$ cat src/rtl/store_unit.sv
// store_unit: RISC-V SB/SH/SW store engine for a data BRAM.
// Full-word stores are written straight through. Byte and halfword stores do
// a read-modify-write of the containing word. Misaligned or unsupported
// requests end in a one-cycle error pulse and never touch the BRAM.
module store_unit #(
  parameter int DATA_WIDTH     = 32,
  parameter int MEM_ADDR_WIDTH = 10
) (
  input  logic                      clk,
  input  logic                      rst,
  input  logic                      req_valid,
  input  logic [2:0]                req_func3,
  input  logic [31:0]               req_addr,
  input  logic [DATA_WIDTH-1:0]     req_data,
  output logic                      req_ready,
  output logic                      stall,
  output logic [31:0]               mem_r_addr,
  output logic                      mem_r_enb,
  input  logic [DATA_WIDTH-1:0]     mem_r_dat,
  output logic [MEM_ADDR_WIDTH-1:0] mem_w_addr,
  output logic [DATA_WIDTH-1:0]     mem_w_dat,
  output logic                      mem_w_enb,
  output logic                      done,
  output logic                      misaligned
);

  localparam logic [2:0] F_SB = 3'b000;
  localparam logic [2:0] F_SH = 3'b001;
  localparam logic [2:0] F_SW = 3'b010;

  typedef enum logic [2:0] {
    IDLE  = 3'd0,
    READ  = 3'd1,
    MERGE = 3'd2,
    WRITE = 3'd3,
    ERR   = 3'd4
  } state_t;

  state_t state_q, state_d;

  // Request fields captured at the accept edge; the requester may change
  // its inputs afterwards.
  logic [31:0]           addr_q;
  logic [2:0]            func3_q;
  logic [DATA_WIDTH-1:0] data_q;
  // Word presented on the write port: raw store data for SW, merged word
  // for SB/SH.
  logic [DATA_WIDTH-1:0] word_q, word_d;

  logic accept;

  // True when the request cannot be performed: unknown width or bad alignment.
  function automatic logic req_is_bad(input logic [2:0] f3, input logic [1:0] a);
    logic bad;
    case (f3)
      F_SB:    bad = 1'b0;
      F_SH:    bad = a[0];
      F_SW:    bad = (a != 2'b00);
      default: bad = 1'b1;
    endcase
    return bad;
  endfunction

  // Overwrite the addressed little-endian byte/halfword lane of old_w.
  function automatic logic [DATA_WIDTH-1:0] merge_lanes(
    input logic [DATA_WIDTH-1:0] old_w,
    input logic [2:0]            f3,
    input logic [1:0]            a,
    input logic [DATA_WIDTH-1:0] d
  );
    logic [DATA_WIDTH-1:0] w;
    w = old_w;
    if (f3 == F_SH) begin
      w[{a[1], 4'b0000} +: 16] = d[15:0];
    end else begin
      w[{a, 3'b000} +: 8] = d[7:0];
    end
    return w;
  endfunction

  assign accept = (state_q == IDLE) && req_valid;

  // State register; reset aborts any store in flight.
  always_ff @(posedge clk or negedge rst) begin
    if (!rst) begin
      state_q <= IDLE;
    end else begin
      state_q <= state_d;
    end
  end

  // Next-state logic: decode the request in IDLE, walk the RMW sequence.
  always_comb begin
    state_d = state_q;
    case (state_q)
      IDLE: begin
        if (req_valid) begin
          if (req_is_bad(req_func3, req_addr[1:0])) begin
            state_d = ERR;
          end else if (req_func3 == F_SW) begin
            state_d = WRITE;
          end else begin
            state_d = READ;
          end
        end
      end
      READ:    state_d = MERGE;
      MERGE:   state_d = WRITE;
      WRITE:   state_d = IDLE;
      ERR:     state_d = IDLE;
      default: state_d = IDLE;
    endcase
  end

  // Write-word next value: store data on accept, merged word in MERGE.
  always_comb begin
    word_d = word_q;
    if (accept) begin
      word_d = req_data;
    end else if (state_q == MERGE) begin
      word_d = merge_lanes(mem_r_dat, func3_q, addr_q[1:0], data_q);
    end
  end

  // Datapath registers; they carry no reset because every output that
  // exposes them is gated by the state.
  always_ff @(posedge clk) begin
    if (accept) begin
      addr_q  <= req_addr;
      func3_q <= req_func3;
      data_q  <= req_data;
    end
    word_q <= word_d;
  end

  // Outputs decoded from the current state only, plus the combinational stall.
  always_comb begin
    req_ready  = (state_q == IDLE);
    stall      = (state_q != IDLE) || req_valid;
    mem_r_enb  = 1'b0;
    mem_r_addr = '0;
    mem_w_enb  = 1'b0;
    mem_w_addr = '0;
    mem_w_dat  = '0;
    done       = 1'b0;
    misaligned = 1'b0;
    case (state_q)
      READ: begin
        mem_r_enb  = 1'b1;
        mem_r_addr = {addr_q[31:2], 2'b00};
      end
      WRITE: begin
        mem_w_enb  = 1'b1;
        mem_w_addr = {addr_q[MEM_ADDR_WIDTH-1:2], 2'b00};
        mem_w_dat  = word_q;
        done       = 1'b1;
      end
      ERR: begin
        misaligned = 1'b1;
      end
      default: begin
      end
    endcase
  end

endmodule

$ cat config.mk
export PLATFORM = sky130hd
export DESIGN_NAME = store_unit
export DESIGN_NICKNAME = d
export VERILOG_FILES = /design/src/rtl/store_unit.sv
export SDC_FILE = /design/constraint.sdc
export NUM_CORES = 1
export LEC_CHECK = 0
export BUFFER_PORTS_ARGS = -buffer_cell sky130_fd_sc_hd__buf_2
export CORE_UTILIZATION = 40
export DETAILED_ROUTE_END_ITERATION = 16
export PLACE_DENSITY = 0.68
export SYNTH_ARGS = -nofsm -noshare
export SYNTH_HDL_FRONTEND = slang
export SYNTH_SLANG_ARGS = --single-unit
export TNS_END_PERCENT = 30
$ cat constraint.sdc
create_clock -name clk -period 4.01 [get_ports clk]
set_input_delay 0.802 -clock clk [delete_from_list [all_inputs] [get_ports clk]]
set_output_delay 0.802 -clock clk [all_outputs]
set_load 0.005 [all_outputs]
==> qor.yml, run 1 <==
coreArea_um2: 11400
stdcell_area_um2: 5960
ff2ff_path_depth: 5
status: "complete, no violations"
grt_pass1_wl_um: 17700
yosysWarningCount: 0
fill_cells: 1049
cts_buffers: 9
layout.nets: 647
worstPathMaxFanout: 28
clkSinkCount: 86
cts_resized: 0
post_drt_wl_per_cell_um: 17.9
cts_setup_buffers: 0
r2r-start: "addr_q[1]"
cts-root-buf: "clkbuf_16"
synth_flop_cell: "edfxtp_1"
crit_path_end_kind: "output port"
holdBufCountCts: 0
clk_latency_ns: 0.34
die_w_um: 110
cap_violations: 0
worstPathArrival_ns: 2.07
synth.avg_cell_area_um2: 12.4
area_delta_synth_final_pct: 27.0
gp_congestion: 0.771
antennaDiodeCount: 0
clockBufferDepth: 2
dp_hpwl_um: 8450
syn-cell-area_um2: 4690
synth_area_leaders: "edfxtp_1 (53%), and2_1 (9.3%), mux2i_1 (6.8%), a22o_1 (6.0%), a311o_1 (5.1%)"
r2r_end: "word_q[31]"
finalClockSkew_ns: 0.00665
io_pins: 182
first_pass_iters: 4
grt_pass1_vias: 3434
drt_iter0_markers: 233
slew_headroom_pct: 50.3
worst_pin_slew_ns: 0.745
postSynthCellCount: 379
initial_core_util_pct: 41.1
async_flop_share_pct: 3.49
yosysTopAreaCell: "edfxtp_1"
drc: 0
setup_ws_ns: 1.13
regToRegSetupSlack_ns: 1.33
clk_pin_slew_ns: 0.06
p_leak_nw: 2.68
htree_levels: 3
totalWireLength_um: 12300
finalCriticalPeriod_ns: 2.88
irDropWorstVdd_mv: 0.248
finalCritPeriodShare_pct: 71.7
synth_top_area_share_pct: 53.1
grt_max_degree: 117
drv_slew: 0
cp-start-kind: "flip-flop"
synth.most_common_cell: "edfxtp_1"
vias: 3727
dpl_cell_area_um2: 5650
synth_edf_count: 83
ant_nets: 0
synthDistinctLibCells: 31
io_buffers: 177
hold_class: "input pin to async pin"
crit_required_ns: 3.21
via_per_inst: 5.42
post-place-ws_ns: 1.36
drive_above_1_share_pct: 37.1
path_class: "flip-flop to output port"
grt.overflow.total: 0
antenna_found_initial: 0
hold_violations: 0
design.die.area_um2: 12200
seq_area_frac_synth_pct: 54.7
rows: 39
setup_viol: 0
rsz0062_at_grt: "false"
fin_tns_setup_ns: 0
cts_tree: "built"
ys_ff_latch: 86
grt_use_total_pct: 19.9
powerDensity_nw_per_um2: 602
synthTopCellsByCount: "edfxtp_1 (83), and2_1 (70), a21oi_1 (32), a22o_1 (32), mux2i_1 (32)"
die_y_um: 110
fin_util_pct: 52.2
fmax_mhz: 348
==> worst max-delay path by stage <==
stage,from,endpoint,slack [ns]
after floorplan,req_valid,word_q[0],0.51
after global placement,addr_q[1],word_q[31],1.38
after detailed placement,addr_q[1],word_q[31],1.36
after CTS,state_q[0],mem_w_dat[30],1.07
after global routing,state_q[0],mem_w_dat[10],0.98
final,state_q[0],mem_w_dat[30],1.13
==> cell families (layout without fill, tap and decap cells) <==
kind of cell | Yosys count | in the layout | synth area share [%]
multiplexers | 32 | 32 | 6.83
adder cells (fa/ha/maj) | 5 | 5 | 1.33
other | 1 | 4 | 0.0799
flip-flops | 86 | 86 | 54.7
AND/OR/NAND/NOR | 112 | 112 | 15.4
AO/OA/AOI/OAI | 102 | 102 | 17.0
buffers and inverters | 41 | 204 | 4.53
==> layout by cell type, fill, tap and decap left out, types with 4 or more instances in the layout <==
cell       instances
a21oi_1           32
a311o_1           24
a22o_1            32
ha_1               5
clkbuf_16          9
and2_1            70
buf_4              7
conb_1             4
a221o_1            8
edfxtp_1          83
nor2b_1           25
mux2i_1           32
buf_2            177
==> through the flow <==
stage                     power [W]  instances  hold WS [ns]
after global routing        0.00381        688         0.256
final                       0.00358        688         0.256
after global placement      0.00270        672         0.603
after detailed placement    0.00273        672         0.610
after CTS                   0.00361        688         0.252
after floorplan             0.00229        382         0.506
==> power by group <==
part           switching, W  internal [W]
registers          0.000146       0.00138
clock network      0.000333      0.000542
logic              0.000648      0.000532
==> area by class of cell <==
| type | instances | area, um2 | area share [%] |
|---|---|---|---|
| clock buffer | 11 | 233 | 3.91 |
| clock inverter | 5 | 73.8 | 1.24 |
| inverter | 3 | 11.3 | 0.189 |
| multi-input combinational | 255 | 1940 | 32.5 |
| sequential | 86 | 2570 | 43.1 |
| tap | 143 | 179 | 3.00 |
| timing repair buffer | 185 | 958 | 16.1 |
==> worst max-delay path, stage by stage, from the launching register on <==
cell and delay, ns:
dfrtp_1 0.54, and3b_1 0.53, buf_4 0.36, and2_1 0.18
buf_2 0.11
==> registers in the layout (all words and copies together), names as in the netlist <==
register,cells
word_q,32
func3_q,3
addr_q,32
data_q,16
state_q,3
==> routing by layer <==
| layer | part of all wire (%) | routed length, um | track usage, % |
|---|---|---|---|
| met1 | 41 | 5000 | 24.6 |
| met2 | 49 | 5970 | 33.2 |
| met3 | 8.3 | 1020 | 3.70 |
| met4 | 2.5 | 307 | 10.2 |
| met5 | 0 | 0 | 0 |
No activity file was read; power rests on OpenSTA's default activity.
==> run 2: changes to the inputs <==
--- a/config.mk
+++ b/config.mk
@@ -5,10 +5,11 @@
 export SDC_FILE = /design/constraint.sdc
 export NUM_CORES = 1
 export LEC_CHECK = 0
+export ABC_AREA = 1
 export BUFFER_PORTS_ARGS = -buffer_cell sky130_fd_sc_hd__buf_2
 export CORE_UTILIZATION = 40
 export DETAILED_ROUTE_END_ITERATION = 16
-export PLACE_DENSITY = 0.68
+export PLACE_DENSITY = 0.67
 export SYNTH_ARGS = -nofsm -noshare
 export SYNTH_HDL_FRONTEND = slang
 export SYNTH_SLANG_ARGS = --single-unit
==> constraint.sdc (replaced) <==
create_clock -name clk -period 3 [get_ports clk]
set_input_delay 0.6 -clock clk [delete_from_list [all_inputs] [get_ports clk]]
set_output_delay 0.6 -clock clk [all_outputs]
set_load 0.005 [all_outputs]
==> run 2 against run 1 <==
Core utilization is 0.66 points lower; routed wire length increased by 8.5%; first-iteration DRC count is 44% higher; clock skew decreased by 0.00086 ns.
==> qor.yml, run 2 <==
worst_pin_slew_ns: 0.973  # was 0.745 ns
cts_buffers: 9  # unchanged
die_y_um: 113  # was 110 um
fill_cells: 1209  # was 1049
clkSinkCount: 86  # unchanged
hold_violations: 0  # unchanged
crit_required_ns: 2.40  # was 3.21 ns
drive_above_1_share_pct: 25.9  # was 37.1%
vias: 4583  # was 3727
area_delta_synth_final_pct: 25.2  # was 27.0%
clk_latency_ns: 0.34  # about the same
p_total_w: 0.00460  # was 0.00358 W
whs_ns: 0.0347  # was 0.256 ns
design.die.area_um2: 12900  # was 12200 um2
grt_max_degree: 58  # was 117
antenna_found_initial: 2  # was 0
cap_violations: 0  # unchanged
synth_top_area_share_pct: 50.2  # was 53.1%
cts_setup_buffers: 0  # unchanged
top_regs: "addr_q: 32 flops, word_q: 32 flops, data_q: 16 flops"  # unchanged
cts_tree: "built"  # unchanged
powerDensity_nw_per_um2: 741  # was 602 nW/um2
worst_path_largest_cell_delay_ns: 0.40  # was 0.54 ns
status: "complete, no violations"  # unchanged
crit_chain: "inv_1 > nor3_2 > inv_2 > nor2_1 > buf_2"  # was and3b_1 > buf_4 > and2_1 > buf_2
final_common_cell: "buf_2"  # unchanged
syn-cell-area_um2: 4960  # was 4690 um2
drc: 0  # unchanged
grt_pass1_vias: 4081  # was 3434
synth_flop_cell: "edfxtp_1"  # unchanged
via_per_inst: 4.68  # was 5.42
htree_levels: 3  # unchanged
yosysWarningCount: 0  # unchanged
first_pass_iters: 8  # was 4
finalCritPeriodShare_pct: 78.5
post_drt_wl_per_cell_um: 13.6  # was 17.9 um
path_class: "flip-flop to output port"  # unchanged
synth_edf_count: 83  # unchanged
fmax_mhz: 425
grt_pass1_wl_um: 20700  # was 17700 um
cts-root-buf: "clkbuf_16"  # unchanged
async_flop_share_pct: 3.49  # unchanged
postSynthCellCount: 640  # was 379
regToRegSetupSlack_ns: 0.67  # was 1.33 ns
ys_ff_latch: 86  # unchanged
worstPathArrival_ns: 1.76  # was 2.07 ns
fin_util_pct: 51.5  # was 52.2%
hold_class: "input pin to async pin"  # unchanged
io_buffers: 177  # unchanged
drt_iter0_markers: 335  # was 233
worstPathMaxFanout: 40  # was 28
setup_viol: 0  # unchanged
critPathSlowestCell: "dfrtp_1"  # unchanged
initial_core_util_pct: 41.2  # was 41.1%
grt.overflow.total: 0  # unchanged
finalCriticalPeriod_ns: 2.36
totalWireLength_um: 13300  # was 12300 um
critPathBufInv: 3  # was 2
p_leak_nw: 3.32  # was 2.68 nW
grt_use_total_pct: 21.1  # was 19.9%
coreArea_um2: 12100  # was 11400 um2
cp-start-kind: "flip-flop"  # unchanged
clk_pin_slew_ns: 0.07  # was 0.06 ns
synth.avg_cell_area_um2: 7.76  # was 12.4 um2
crit_path_end_kind: "output port"  # unchanged
seq_area_frac_synth_pct: 51.7  # was 54.7%
rows: 40  # was 39
finalClockSkew_ns: 0.00579  # was 0.00665 ns
drv_slew: 0  # unchanged
slew_headroom_pct: 35.0  # was 50.3%
gp_congestion: 0.919  # was 0.771
clockBufferDepth: 2  # unchanged
holdBufCountCts: 0  # unchanged
dp_hpwl_um: 9520  # was 8450 um
rsz0062_at_grt: "false"  # unchanged
fin_tns_setup_ns: 0  # unchanged
layout.nets: 912  # was 647
instances_no_fill: 980  # was 688
layout_common_cells: "buf_2 (177), nand2_1 (165), nor2_1 (126)"  # was buf_2 (177), edfxtp_1 (83), and2_1 (70)
synth.most_common_cell: "nand2_1"  # was edfxtp_1
yosysTopAreaCell: "edfxtp_1"  # unchanged
irDropWorstVdd_mv: 0.334  # was 0.248 mV
cts_resized: 0  # unchanged
die_w_um: 113  # was 110 um
ant_nets: 0  # unchanged
placed_cells: 962  # was 672
synth_area_leaders: "edfxtp_1 (50%), nand2_1 (12%), nor2_1 (9.5%), nand3_1 (7.5%), inv_1 (7.1%)"  # was edfxtp_1 (53%), and2_1 (9.3%), mux2i_1 (6.8%), a22o_1 (6.0%), a311o_1 (5.1%)
synthDistinctLibCells: 25  # was 31
io_pins: 182  # unchanged
synthTopCellsByCount: "nand2_1 (165), nor2_1 (126), inv_1 (94), edfxtp_1 (83), nand3_1 (74)"  # was edfxtp_1 (83), and2_1 (70), a21oi_1 (32), a22o_1 (32), mux2i_1 (32)
cp_top_family: "buffers and inverters"  # was simple AND/OR/NAND/NOR gates
run 2: changes by cell type after synthesis, sizes merged, moves of 13 or more:
cell,before,now
nand2,1,166
nor2,2,130
inv,3,98
nand3,0,74
and2,70,0
a22o,32,0
mux2i,32,0
a21oi,32,4
nor2b,25,0
a311o,24,0
o21ai,2,25
clkbuf,13,0
run 2: logic make-up (layout without fill, tap and decap cells):
kind of cell / after synthesis / count (layout) / share of synthesized area [%]
AND/OR/NAND/NOR: 382 / 382 / 31.9
adder cells (fa/ha/maj): 5 / 5 / 1.26
buffers and inverters: 136 / 303 / 11.9
flip-flops: 86 / 86 / 51.7
other: 1 / 6 / 0.0756
AO/OA/AOI/OAI: 30 / 30 / 3.08
run 2: path summary, 6_finish.rpt:
kind | startpoint | to | depth (start not counted)
worst min-delay path | rst | state_q[0] | 1
max in group asynchronous | rst | state_q[2] | 1
worst max register to register | addr_q[0] | word_q[11] | 9
worst max-delay path | state_q[0] | mem_w_dat[6] | 5
min in group clk | req_addr[16] | addr_q[16] | 1
worst min register to register | state_q[1] | state_q[0] | 2
run 2: stage by stage:
stage | cell area [um2] | setup slack [ns]
after CTS | 6210 | 0.592
after global placement | 5930 | 0.793
after detailed placement | 5930 | 0.705
after global routing | 6220 | 0.465
final | 6220 | 0.644
after floorplan | 4970 | 1.14
run 2: layout make-up:
cell class | count | area (um2) | area share [%]
antenna | 2 | 5.00 | 0.0805
clock buffer | 11 | 243 | 3.90
clock inverter | 5 | 35.0 | 0.564
inverter | 103 | 389 | 6.26
multi-input combinational | 421 | 1820 | 29.2
sequential | 86 | 2570 | 41.3
tap | 168 | 210 | 3.38
timing repair buffer | 184 | 951 | 15.3
run 2: metal layers:
| metal | wire [um] | up-vias | track usage (%) | part of all wire, % |
|---|---|---|---|---|
| li1 | - | 2334 | - | - |
| met1 | 5950 | 2040 | 28.5 | 45 |
| met2 | 6270 | 190 | 33.0 | 47 |
| met3 | 836 | 19 | 3.45 | 6.3 |
| met4 | 285 | 0 | 10.8 | 2.1 |
| met5 | 0 | - | 0 | 0 |
run 2: worst register-to-register path, cell delays in order, from the launching register on:
cell,delay [ns]
edfxtp_1,0.48
clkinv_1,0.23
ha_1,0.47
clkinv_1,0.35
nand2_1,0.16
nor2_2,0.09
nand2_1,0.09
nand3_1,0.06
nand3_1,0.08
nand2_1,0.07
run 2: power by group:
part           total, W  switching [W]  internal, W  leakage, nW
combinational   0.00157        0.00108     0.000488         2.35
sequential      0.00198       0.000143      0.00184        0.833
clock           0.00105       0.000469     0.000584        0.135
==> run 3: changes to the inputs <==
==> constraint.sdc (replaced) <==
create_clock -name clk -period 2.4 [get_ports clk]
set_input_delay 0.48 -clock clk [delete_from_list [all_inputs] [get_ports clk]]
set_output_delay 0.48 -clock clk [all_outputs]
set_load 0.005 [all_outputs]
==> run 3 against run 2 <==
Largest power group unchanged; worst setup slack got worse by 0.43 ns; combinational power increased by 30%; sequential share of layout area decreased by 0.73 points; non-clock buffer count increased by 8; worst hold slack improved by 0.28 ns.
==> qor.yml, run 3 (synthesized netlist as in run 2, its figures left out) <==
gp_congestion: 0.912  # was 0.919
grt.overflow.total: 0  # unchanged
hold_start: "req_addr[25]"
crit_cells: 6  # was 5
cp_top_family: "buffers and inverters"  # unchanged
setup_viol: 0  # unchanged
vias: 4602  # was 4583
holdPathStages: 1
instances_no_fill: 986  # was 980
finalClockSkew_ns: 0.00490  # was 0.00579 ns
cts_tree: "built"  # unchanged
grt_use_total_pct: 21.8  # was 21.1%
cts_buffers: 9  # unchanged
dp_hpwl_um: 9830  # was 9520 um
post_drt_wl_per_cell_um: 13.7  # was 13.6 um
first_pass_iters: 5  # was 8
r2r-start: "addr_q[1]"  # was addr_q[0]
crit_path_end_kind: "output port"  # unchanged
clkSinkCount: 86  # unchanged
htree_levels: 3  # unchanged
clk_pin_slew_ns: 0.06  # was 0.07 ns
regToRegSetupSlack_ns: 0.28  # was 0.67 ns
path_class: "flip-flop to output port"  # unchanged
grt_pass1_vias: 4258  # was 4081
clk_latency_ns: 0.34  # about the same
io_buffers: 177  # unchanged
critPathBufInv: 4  # was 3
status: "complete, no violations"  # unchanged
fin_tns_setup_ns: 0  # unchanged
cts_setup_buffers: 0  # unchanged
io_pins: 182  # unchanged
finalCritPeriodShare_pct: 91.1
worstPathArrival_ns: 1.71  # was 1.76 ns
cts-root-buf: "clkbuf_16"  # unchanged
drt_iter0_markers: 379  # was 335
irDropWorstVdd_mv: 0.437  # was 0.334 mV
top_regs: "addr_q: 32 flops, word_q: 32 flops, data_q: 16 flops"  # unchanged
crit_chain: "inv_1 > nor3_2 > inv_2 > buf_12 > nor2_1 > buf_2"  # was inv_1 > nor3_2 > inv_2 > nor2_1 > buf_2
design.die.area_um2: 12900  # unchanged
drive_above_1_share_pct: 26.2  # was 25.9%
coreArea_um2: 12100  # unchanged
initial_core_util_pct: 41.2  # unchanged
ant_nets: 0  # unchanged
worst_path_largest_cell_delay_ns: 0.39  # was 0.40 ns
grt_pass1_wl_um: 21600  # was 20700 um
drv_slew: 0  # unchanged
grt_max_degree: 35  # was 58
hold_class: "input pin to flip-flop"  # was input pin to async pin
cap_violations: 0  # unchanged
p_leak_nw: 3.38  # was 3.32 nW
antenna_found_initial: 1  # was 2
ff2ff_path_depth: 8  # was 9
clockBufferDepth: 2  # unchanged
final_common_cell: "buf_2"  # unchanged
hold_path_end: "addr_q[25]"
rsz0062_at_grt: "false"  # unchanged
via_per_inst: 4.67  # was 4.68
powerDensity_nw_per_um2: 942  # was 741 nW/um2
totalWireLength_um: 13500  # was 13300 um
hold_violations: 0  # unchanged
die_y_um: 113  # unchanged
rows: 40  # unchanged
worstPathMaxFanout: 34  # was 40
cts_resized: 0  # unchanged
die_w_um: 113  # unchanged
placed_cells: 969  # was 962
fmax_mhz: 458
area_delta_synth_final_pct: 27.5  # was 25.2%
critPathSlowestCell: "dfrtp_1"  # unchanged
layout_common_cells: "buf_2 (177), nand2_1 (165), nor2_1 (126)"  # unchanged
cp-start-kind: "flip-flop"  # unchanged
layout.nets: 920  # was 912
finalCriticalPeriod_ns: 2.19
crit_required_ns: 1.92  # was 2.40 ns
r2r_end: "word_q[27]"  # was word_q[11]
drc: 0  # unchanged
-- run 3: cell count changes in the layout (fill, tap and decap cells not counted), sizes merged --
cell,before,now
buf,184,191
bufinv,0,2
clkbuf,11,10
clkinv,9,7
diode,2,1
dlygate4sd3,0,1
-- run 3: routing by layer --
metal | share of wire [%] | wire length, um | GRT usage [%]
met5 | 0 | 0 | 0
met4 | 1.7 | 231 | 7.37
met3 | 5.9 | 798 | 3.67
met2 | 47 | 6380 | 35.4
met1 | 45 | 6070 | 29.7
-- run 3: repair_timing --
item | 4_1_cts | 5_1_grt
setup endpoints to repair | 0 | 0
hold buffers | 1 | 0
hold endpoints to repair | 3 | 0
-- run 3: how the worst max path moves through the flow --
stage	slack [ns]	startpoint	end
floorplan	0.54	addr_q[1]	word_q[4]
global placement	0.37	addr_q[1]	word_q[27]
detailed placement	0.34	addr_q[1]	word_q[27]
CTS	0.14	state_q[0]	mem_w_dat[31]
global route	0.08	state_q[0]	mem_w_dat[31]
finish	0.21	state_q[0]	mem_w_dat[31]
-- run 3: area by class of cell --
cell class | instances | area (um2)
Clock inverter | 5 | 75.1
Sequential cell | 86 | 2570
Clock buffer | 10 | 229
Antenna cell | 1 | 2.50
Timing Repair Buffer | 192 | 1040
Inverter | 103 | 389
Fill cell | 1194 | 5730
Tap cell | 168 | 210
Multi-Input combinational cell | 421 | 1820
-- run 3: per-stage QoR --
stage | cell area [um2] | total power, W | setup WS, ns | util [%] | hold WS, ns
2_1_floorplan | 4970 | 0.00382 | 0.535 | - | 0.184
3_3_place_gp | 6010 | 0.00450 | 0.375 | 49.8 | 0.277
3_5_place_dp | 6010 | 0.00453 | 0.337 | 49.8 | 0.277
4_1_cts | 6320 | 0.00601 | 0.141 | 52.4 | 0.298
5_1_grt | 6330 | 0.00639 | 0.0790 | 52.5 | 0.296
6_report | 6330 | 0.00596 | 0.215 | 52.5 | 0.311
-- run 3: power by group --
group	internal, W	switching (W)
Clock	0.000899	0.000560
Sequential	0.00229	0.000174
Combinational	0.000661	0.00137
